$ cat src/rtl/marbuffer_pkg.sv
// Shared types for the timed output buffer: queue entry layout and replay FSM states.
package marbuffer_pkg;

  localparam int unsigned MB_DATA_W  = 16;
  localparam int unsigned MB_DELAY_W = 7;

  typedef struct packed {
    logic                  last;
    logic [MB_DELAY_W-1:0] delay;
    logic [MB_DATA_W-1:0]  data;
  } mb_entry_t;

  typedef enum logic {
    MB_IDLE,
    MB_ACTIVE
  } mb_state_e;

endpackage

$ cat src/rtl/marbuffer_ext_if.sv
// Bus-side signal bundle of marbuffer_ext: decoder writes in, channel word and status out.
interface marbuffer_ext_if #(
  parameter int unsigned DATA_W  = 16,
  parameter int unsigned DELAY_W = 7,
  parameter int unsigned DEPTH   = 4
);
  localparam int unsigned LVL_W = $clog2(DEPTH + 1);

  logic [DATA_W-1:0]  data_i;
  logic [DELAY_W-1:0] delay_i;
  logic               last_i;
  logic               valid_i;
  logic               direct_i;
  logic               flush_i;
  logic               clr_err_i;

  logic [DATA_W-1:0]  data_o;
  logic               stb_o;
  logic               empty_o;
  logic               full_o;
  logic               almost_full_o;
  logic [LVL_W-1:0]   level_o;
  logic               ovf_o;
  logic               udr_o;
  logic               ovf_sticky_o;
  logic               udr_sticky_o;

  modport master (
    output data_i, delay_i, last_i, valid_i, direct_i, flush_i, clr_err_i,
    input  data_o, stb_o, empty_o, full_o, almost_full_o, level_o,
           ovf_o, udr_o, ovf_sticky_o, udr_sticky_o
  );

  modport slave (
    input  data_i, delay_i, last_i, valid_i, direct_i, flush_i, clr_err_i,
    output data_o, stb_o, empty_o, full_o, almost_full_o, level_o,
           ovf_o, udr_o, ovf_sticky_o, udr_sticky_o
  );

endinterface

$ cat src/rtl/marfifo.sv
// Synchronous first-word-fall-through FIFO with flush and occupancy count.
module marfifo #(
  parameter int unsigned W     = 24,
  parameter int unsigned DEPTH = 4,
  parameter int unsigned LVL_W = $clog2(DEPTH + 1)
) (
  input  logic             clk,
  input  logic             rst,
  input  logic             push,
  input  logic             pop,
  input  logic             flush,
  input  logic [W-1:0]     din,
  output logic [W-1:0]     dout,
  output logic [LVL_W-1:0] level,
  output logic             full,
  output logic             empty
);
  localparam int unsigned PTR_W = $clog2(DEPTH);

  logic [W-1:0]     mem [DEPTH];
  logic [PTR_W-1:0] wptr;
  logic [PTR_W-1:0] rptr;
  logic             do_push;
  logic             do_pop;

  assign full    = (level == LVL_W'(DEPTH));
  assign empty   = (level == '0);
  assign dout    = mem[rptr];
  assign do_push = push & ~full & ~flush;
  assign do_pop  = pop & ~empty & ~flush;

  always_ff @(posedge clk) begin
    if (do_push) mem[wptr] <= din;
  end

  // DEPTH is a power of two, so pointers wrap by plain overflow.
  always_ff @(posedge clk) begin
    if (rst || flush) begin
      wptr  <= '0;
      rptr  <= '0;
      level <= '0;
    end else begin
      if (do_push) wptr <= wptr + 1'b1;
      if (do_pop)  rptr <= rptr + 1'b1;
      case ({do_push, do_pop})
        2'b10:   level <= level + 1'b1;
        2'b01:   level <= level - 1'b1;
        default: level <= level;
      endcase
    end
  end

endmodule

$ cat src/rtl/marbuffer_ext.sv
// Timed output buffer: replays queued {data, delay, last} words, one pop per (delay+1) clocks,
// with direct bypass writes, flush, and overflow/underrun reporting.
module marbuffer_ext
  import marbuffer_pkg::*;
#(
  parameter int unsigned DATA_W       = MB_DATA_W,
  parameter int unsigned DELAY_W      = MB_DELAY_W,
  parameter int unsigned DEPTH        = 4,
  parameter int unsigned AFULL_THRESH = 3
) (
  input logic             clk,
  input logic             rst,
  marbuffer_ext_if.slave  bus
);
  localparam int unsigned LVL_W = $clog2(DEPTH + 1);

  typedef struct packed {
    logic               last;
    logic [DELAY_W-1:0] delay;
    logic [DATA_W-1:0]  data;
  } entry_t;

  entry_t             wr_entry;
  entry_t             head;
  logic [LVL_W-1:0]   level;
  logic               fifo_full;
  logic               fifo_empty;

  mb_state_e          state;
  logic [DELAY_W-1:0] cnt;
  logic               cur_last;
  logic [DATA_W-1:0]  data_q;
  logic               stb_q;
  logic               ovf_q;
  logic               udr_q;
  logic               ovf_st;
  logic               udr_st;

  logic               cnt_zero;
  logic               push;
  logic               pop;
  logic               ovf_evt;
  logic               udr_evt;

  // Fullness is the pre-pop value, so a push into a full queue drops even if it pops now.
  always_comb begin
    wr_entry       = '0;
    wr_entry.last  = bus.last_i;
    wr_entry.delay = bus.delay_i;
    wr_entry.data  = bus.data_i;
    cnt_zero = (cnt == '0);
    push     = bus.valid_i & ~fifo_full & ~bus.flush_i;
    ovf_evt  = bus.valid_i & fifo_full & ~bus.flush_i;
    pop      = cnt_zero & ~fifo_empty & ~bus.direct_i & ~bus.flush_i;
    udr_evt  = (state == MB_ACTIVE) & cnt_zero & fifo_empty & ~cur_last & ~bus.flush_i;
  end

  marfifo #(
    .W     ($bits(entry_t)),
    .DEPTH (DEPTH),
    .LVL_W (LVL_W)
  ) u_fifo (
    .clk   (clk),
    .rst   (rst),
    .push  (push),
    .pop   (pop),
    .flush (bus.flush_i),
    .din   (wr_entry),
    .dout  (head),
    .level (level),
    .full  (fifo_full),
    .empty (fifo_empty)
  );

  always_ff @(posedge clk) begin
    if (rst) begin
      state    <= MB_IDLE;
      cnt      <= '0;
      cur_last <= 1'b0;
      data_q   <= '0;
      stb_q    <= 1'b0;
      ovf_q    <= 1'b0;
      udr_q    <= 1'b0;
      ovf_st   <= 1'b0;
      udr_st   <= 1'b0;
    end else begin
      stb_q <= pop | bus.direct_i;
      ovf_q <= ovf_evt;
      udr_q <= udr_evt;

      if (bus.direct_i)  data_q <= bus.data_i;
      else if (pop)      data_q <= head.data;

      // A direct write only defers a due pop; a running delay keeps counting through it.
      if (bus.flush_i) begin
        cnt   <= '0;
        state <= MB_IDLE;
      end else if (pop) begin
        cnt      <= head.delay;
        cur_last <= head.last;
        state    <= MB_ACTIVE;
      end else begin
        if (!cnt_zero) cnt <= cnt - 1'b1;
        if (state == MB_ACTIVE && cnt_zero && fifo_empty) state <= MB_IDLE;
      end

      if (ovf_evt)            ovf_st <= 1'b1;
      else if (bus.clr_err_i) ovf_st <= 1'b0;
      if (udr_evt)            udr_st <= 1'b1;
      else if (bus.clr_err_i) udr_st <= 1'b0;
    end
  end

  assign bus.data_o        = data_q;
  assign bus.stb_o         = stb_q;
  assign bus.empty_o       = fifo_empty;
  assign bus.full_o        = fifo_full;
  assign bus.almost_full_o = (level >= LVL_W'(AFULL_THRESH));
  assign bus.level_o       = level;
  assign bus.ovf_o         = ovf_q;
  assign bus.udr_o         = udr_q;
  assign bus.ovf_sticky_o  = ovf_st;
  assign bus.udr_sticky_o  = udr_st;

endmodule

$ cat src/flat_wrapper.sv
// flat-port wrapper written by rule: the top's interface ports become plain ports
module marbuffer_ext_flat import marbuffer_pkg::*;
#(
  parameter int unsigned DATA_W       = MB_DATA_W,
  parameter int unsigned DELAY_W      = MB_DELAY_W,
  parameter int unsigned DEPTH        = 4,
  parameter int unsigned AFULL_THRESH = 3
)
  (clk, rst, bus_data_i, bus_delay_i, bus_last_i, bus_valid_i, bus_direct_i, bus_flush_i, bus_clr_err_i, bus_data_o, bus_stb_o, bus_empty_o, bus_full_o, bus_almost_full_o, bus_level_o, bus_ovf_o, bus_udr_o, bus_ovf_sticky_o, bus_udr_sticky_o);
  marbuffer_ext_if #(.DATA_W(DATA_W), .DELAY_W(DELAY_W), .DEPTH(DEPTH)) bus_i ();
  input logic clk;
  input logic rst;
  input wire logic [$bits(bus_i.data_i)-1:0] bus_data_i;
  input wire logic [$bits(bus_i.delay_i)-1:0] bus_delay_i;
  input wire logic [$bits(bus_i.last_i)-1:0] bus_last_i;
  input wire logic [$bits(bus_i.valid_i)-1:0] bus_valid_i;
  input wire logic [$bits(bus_i.direct_i)-1:0] bus_direct_i;
  input wire logic [$bits(bus_i.flush_i)-1:0] bus_flush_i;
  input wire logic [$bits(bus_i.clr_err_i)-1:0] bus_clr_err_i;
  output wire logic [$bits(bus_i.data_o)-1:0] bus_data_o;
  output wire logic [$bits(bus_i.stb_o)-1:0] bus_stb_o;
  output wire logic [$bits(bus_i.empty_o)-1:0] bus_empty_o;
  output wire logic [$bits(bus_i.full_o)-1:0] bus_full_o;
  output wire logic [$bits(bus_i.almost_full_o)-1:0] bus_almost_full_o;
  output wire logic [$bits(bus_i.level_o)-1:0] bus_level_o;
  output wire logic [$bits(bus_i.ovf_o)-1:0] bus_ovf_o;
  output wire logic [$bits(bus_i.udr_o)-1:0] bus_udr_o;
  output wire logic [$bits(bus_i.ovf_sticky_o)-1:0] bus_ovf_sticky_o;
  output wire logic [$bits(bus_i.udr_sticky_o)-1:0] bus_udr_sticky_o;
  assign bus_i.data_i = bus_data_i;
  assign bus_i.delay_i = bus_delay_i;
  assign bus_i.last_i = bus_last_i;
  assign bus_i.valid_i = bus_valid_i;
  assign bus_i.direct_i = bus_direct_i;
  assign bus_i.flush_i = bus_flush_i;
  assign bus_i.clr_err_i = bus_clr_err_i;
  assign bus_data_o = bus_i.data_o;
  assign bus_stb_o = bus_i.stb_o;
  assign bus_empty_o = bus_i.empty_o;
  assign bus_full_o = bus_i.full_o;
  assign bus_almost_full_o = bus_i.almost_full_o;
  assign bus_level_o = bus_i.level_o;
  assign bus_ovf_o = bus_i.ovf_o;
  assign bus_udr_o = bus_i.udr_o;
  assign bus_ovf_sticky_o = bus_i.ovf_sticky_o;
  assign bus_udr_sticky_o = bus_i.udr_sticky_o;
  marbuffer_ext #(.DATA_W(DATA_W), .DELAY_W(DELAY_W), .DEPTH(DEPTH), .AFULL_THRESH(AFULL_THRESH)) u_core (.clk(clk), .rst(rst), .bus(bus_i));
endmodule
$ cat config.mk
export PLATFORM = sky130hd
export DESIGN_NAME = marbuffer_ext_flat
export DESIGN_NICKNAME = d
export VERILOG_FILES = /design/src/rtl/marbuffer_pkg.sv /design/src/rtl/marbuffer_ext_if.sv /design/src/rtl/marfifo.sv /design/src/rtl/marbuffer_ext.sv /design/src/flat_wrapper.sv
export SDC_FILE = /design/constraint.sdc
export NUM_CORES = 1
export LEC_CHECK = 0
export BUFFER_PORTS_ARGS = -buffer_cell sky130_fd_sc_hd__buf_4
export CORE_MARGIN = 10
export CORE_UTILIZATION = 60
export CTS_BUF_LIST = sky130_fd_sc_hd__clkbuf_8
export DETAILED_ROUTE_END_ITERATION = 12
export PLACE_DENSITY_LB_ADDON = 0.08
export SYNTH_ARGS = -nofsm -noshare
export SYNTH_HDL_FRONTEND = slang
export SYNTH_SLANG_ARGS = --single-unit
$ cat constraint.sdc
create_clock -name clk -period 3.72 [get_ports clk]
set_clock_uncertainty 0.15 [all_clocks]
set_input_delay 0.93 -clock clk [delete_from_list [all_inputs] [get_ports clk]]
set_output_delay 0.93 -clock clk [all_outputs]
set_load 0.1 [all_outputs]
==> summary.md <==
| Metric | Value |
|---|---|
| Hold_buf cts | 0 |
| Placement Cell Area | 5839 um^2 |
| Most common cell after layout, fill and taps aside | edfxtp_1 |
| Leakage | 2.153 nW |
| Synth warn | 0 |
| GRT Residual Overflow | 0 |
| CTS Buffer Depth | 2 |
| Number of global-route vias before repair | 2995 |
| Worst relative slew slack | 48.45% |
| Pwr Density | 545.8 nW/um^2 |
| Final wirelength | 9791 um |
| Drt via density | 5.632 |
| Crit path cell chain | or3_1, inv_1, buf_4 |
| Dpl hpwl | 6450 um |
| FP Rows | 34 |
| CTS Buf Count | 17 |
| # fillers | 541 |
| # Max-Cap Violations | 0 |
| Arrival @ worst endpoint | 1770 ps |
| Iter 0 DRT Violations | 171 |
| Commonest non-fill, non-tap cells in the layout | edfxtp_1 (96), buf_4 (63), dfxtp_1 (38), mux4_2 (24), nand2_1 (21) |
| Setup TNS | 0 ps |
| Sink Count | 135 |
| Total power | 3.399 mW |
| Later-pin clock latency in the skew report | 420 ps |
| Sw Pwr | 942.2 uW |
| Synth Register Bits | 135 |
| Number of antenna violations at the first check in global routing | 0 |
| Starting Density | 61.01% |
| Critical path's slowest cell | or3_1 |
| Maximum net fanout on the critical path | 6 |
| Utilization after layout | 72.48% |
| Post_cts resized | 0 |
| Critical Path Start Type | register |
| Die area | 12880 um^2 |
| Fin nets | 428 |
| DR vias | 2878 |
| I/O Pins | 57 |
| Internal power | 2.457 mW |
| RSZ-0062 raised after global routing | false |
| Routed length per instance | 19.16 um |
| Sw Share | 27.72% |
| Share of post-route cells with drive strength above 1 | 31.76% |
| Placer Congestion | 0.7830 |
| Largest net degree at the start of global routing | 25 |
| Root Buffer | clkbuf_8 |
| CTS tree | done |
| Synthesized netlist cell count | 319 |
| Worst vdd ir | 0.3458 mV |
| Gr usage total | 16.06% |
| Worst Hold Class | reg2reg |
| Layout area overhead | 18.81% |
| Crit Path Class | reg2out |
| Buffers inserted by post-CTS timing repair | 0 |
| Worst R2R Setup Slack | 1030 ps |
| Drt pass-1 iters | 4 |
| CP Capture Type | output port |
| Final setup violating endpoints | 0 |
| Unique masters post-synth | 41 |
| Tmin final | 2855 ps |
| Routed Antenna Nets | 0 |
| Die W | 113.5 um |
| Global-route wire length before repair | 16080 um |
| Seq pwr share | 50.4% |
| PortBufs | 56 |
| Fmax | 0.3503 GHz |
| Post-synthesis net count | 357 |
| Clock Power Share | 34.2% |
| Antenna diodes | 0 |
| Final hold vios | 0 |
| Worst Path Required | 2640 ps |
| CP peak stage delay | 510 ps |
| Mapped cell area | 5243 um^2 |
| Final Slew Violations | 0 |
| Status | completed |
| Htree depth | 4 |
| Least-Margin Pin Slew | 773.3 ps |
| Clock transition at path regs | 80 ps |
| Fin crit share | 76.74% |
| Post-route DRC | 0 |
| Die Ht | 113.5 um |
| Sequential area share after synthesis | 69.88% |
| Fin area | 6228 um^2 |
| Core area | 8593 um^2 |
| Avg Cell Area, Syn | 16.43 um^2 |
| Combinational Power Share | 15.5% |
==> through the flow <==
stage / cells / setup slack, ps / hold slack [ps]
after global routing: 511 / 783.0 / 345.7
after global placement: 479 / 768.6 / 286.7
after detailed placement: 479 / 707.4 / 295.1
final: 511 / 865.1 / 307.7
after floorplan: 319 / 42.34 / 300.9
after CTS: 511 / 850.5 / 314.2
==> critical path, delay by kind of cell, from the launching register on <==
| kind | cells | cell delay (ps) |
|---|---|---|
| flops | 1 | 400 |
| buf+inv | 2 | 440 |
| simple gates | 1 | 510 |
==> power by group through the flow <==
| stage | logic, mW | registers, mW | clock network, mW |
|---|---|---|---|
| after CTS | 0.531 | 1.71 | 1.18 |
| after global placement | 0.523 | 1.74 | 0 |
| after global routing | 0.591 | 1.72 | 1.25 |
| after detailed placement | 0.526 | 1.75 | 0 |
| final | 0.526 | 1.71 | 1.16 |
| after floorplan | 0.310 | 1.82 | 0 |
==> synthesized netlist by cell type <==
| cell type | n | share of area, % |
|---|---|---|
| nor3b_1 | 2 | 0.29 |
| nor2_1 | 18 | 1.3 |
| ha_1 | 7 | 1.7 |
| xor2_1 | 5 | 0.84 |
| fa_1 | 1 | 0.38 |
| buf_8 | 1 | 0.29 |
| edfxtp_1 | 96 | 55 |
| nand2_1 | 21 | 1.5 |
| o2111ai_1 | 1 | 0.17 |
| buf_1 | 2 | 0.14 |
| mux2i_1 | 18 | 3.4 |
| o31ai_1 | 1 | 0.14 |
| nand3_1 | 2 | 0.19 |
| xnor2_1 | 3 | 0.50 |
| a311oi_1 | 1 | 0.17 |
| nor4_4 | 1 | 0.41 |
| nand4_4 | 1 | 0.41 |
| or3_1 | 3 | 0.36 |
| dfxtp_1 | 39 | 15 |
| nand2b_1 | 1 | 0.12 |
| buf_2 | 3 | 0.29 |
| nor3b_2 | 1 | 0.24 |
| nand4b_1 | 1 | 0.17 |
| nor2b_1 | 1 | 0.12 |
| a22oi_1 | 3 | 0.43 |
| mux4_2 | 24 | 10 |
| o21ai_1 | 11 | 1.1 |
| clkbuf_1 | 7 | 0.50 |
| inv_1 | 11 | 0.79 |
| or2_2 | 2 | 0.24 |
| a21oi_1 | 8 | 0.76 |
| o21ai_0 | 10 | 0.95 |
| a211oi_1 | 1 | 0.14 |
| or4_1 | 1 | 0.14 |
| or2_1 | 1 | 0.12 |
| buf_12 | 1 | 0.38 |
| inv_6 | 1 | 0.17 |
| a31oi_1 | 1 | 0.12 |
| and2_1 | 4 | 0.48 |
| nand3b_1 | 1 | 0.14 |
| a21o_1 | 2 | 0.29 |
==> worst paths after layout <==
| kind | cells past startpoint | end | from |
|---|---|---|---|
| min reg2reg | 1 | u_core.bus.udr_sticky_o | u_core.bus.udr_sticky_o |
| max | 3 | bus_empty_o | u_core.u_fifo.level[0] |
| max reg2reg | 11 | u_core.u_fifo.level[2] | u_core.cnt[0] |
| min | 1 | u_core.bus.udr_sticky_o | u_core.bus.udr_sticky_o |
==> sequential cells by signal, summed over array words and instances (netlist names), named ones only <==
signal                   cells
u_core.bus.udr_o             1
u_core.u_fifo.wptr           2
u_core.bus.ovf_o             1
u_core.bus.udr_sticky_o      1
u_core.u_fifo.mem           96
u_core.bus.ovf_sticky_o      1
u_core.bus.stb_o             1
u_core.cur_last              1
u_core.u_fifo.rptr           2
u_core.bus.data_o           16
u_core.u_fifo.level          3
u_core.state                 1
u_core.cnt                   7
==> kinds of logic (layout without fill, tap and decap cells) <==
group	after synthesis	in the layout	synth area share [%]
DFF	135	135	69.88
and+or+nand+nor	61	61	6.205
muxes	42	42	13.75
AOI/OAI and AO/OA	39	39	4.224
buffers and inverters	26	110	2.554
adders and majority gates	8	8	2.052
xor gates and xnor gates	8	8	1.337
==> layer usage <==
layer	up-vias	wire length (um)	global-route usage (%)
li1	1350	-	-
met1	1444	4299	20.16
met2	78	4805	25.70
met3	6	600	5.144
met4	0	86	5.584
met5	-	0	0
==> area by class of cell <==
| type | count | area, um^2 | area share (%) |
|---|---|---|---|
| clock buffers | 17 | 234.0 | 3.757 |
| clock inverters | 15 | 155.1 | 2.491 |
| inverters | 12 | 50.05 | 0.8035 |
| multi-input cells | 158 | 1456 | 23.38 |
| flip-flops and latches | 135 | 3665 | 58.84 |
| well taps | 108 | 135.1 | 2.170 |
| repair buffers | 66 | 533.0 | 8.558 |
Power figures use the tool's default switching activity.
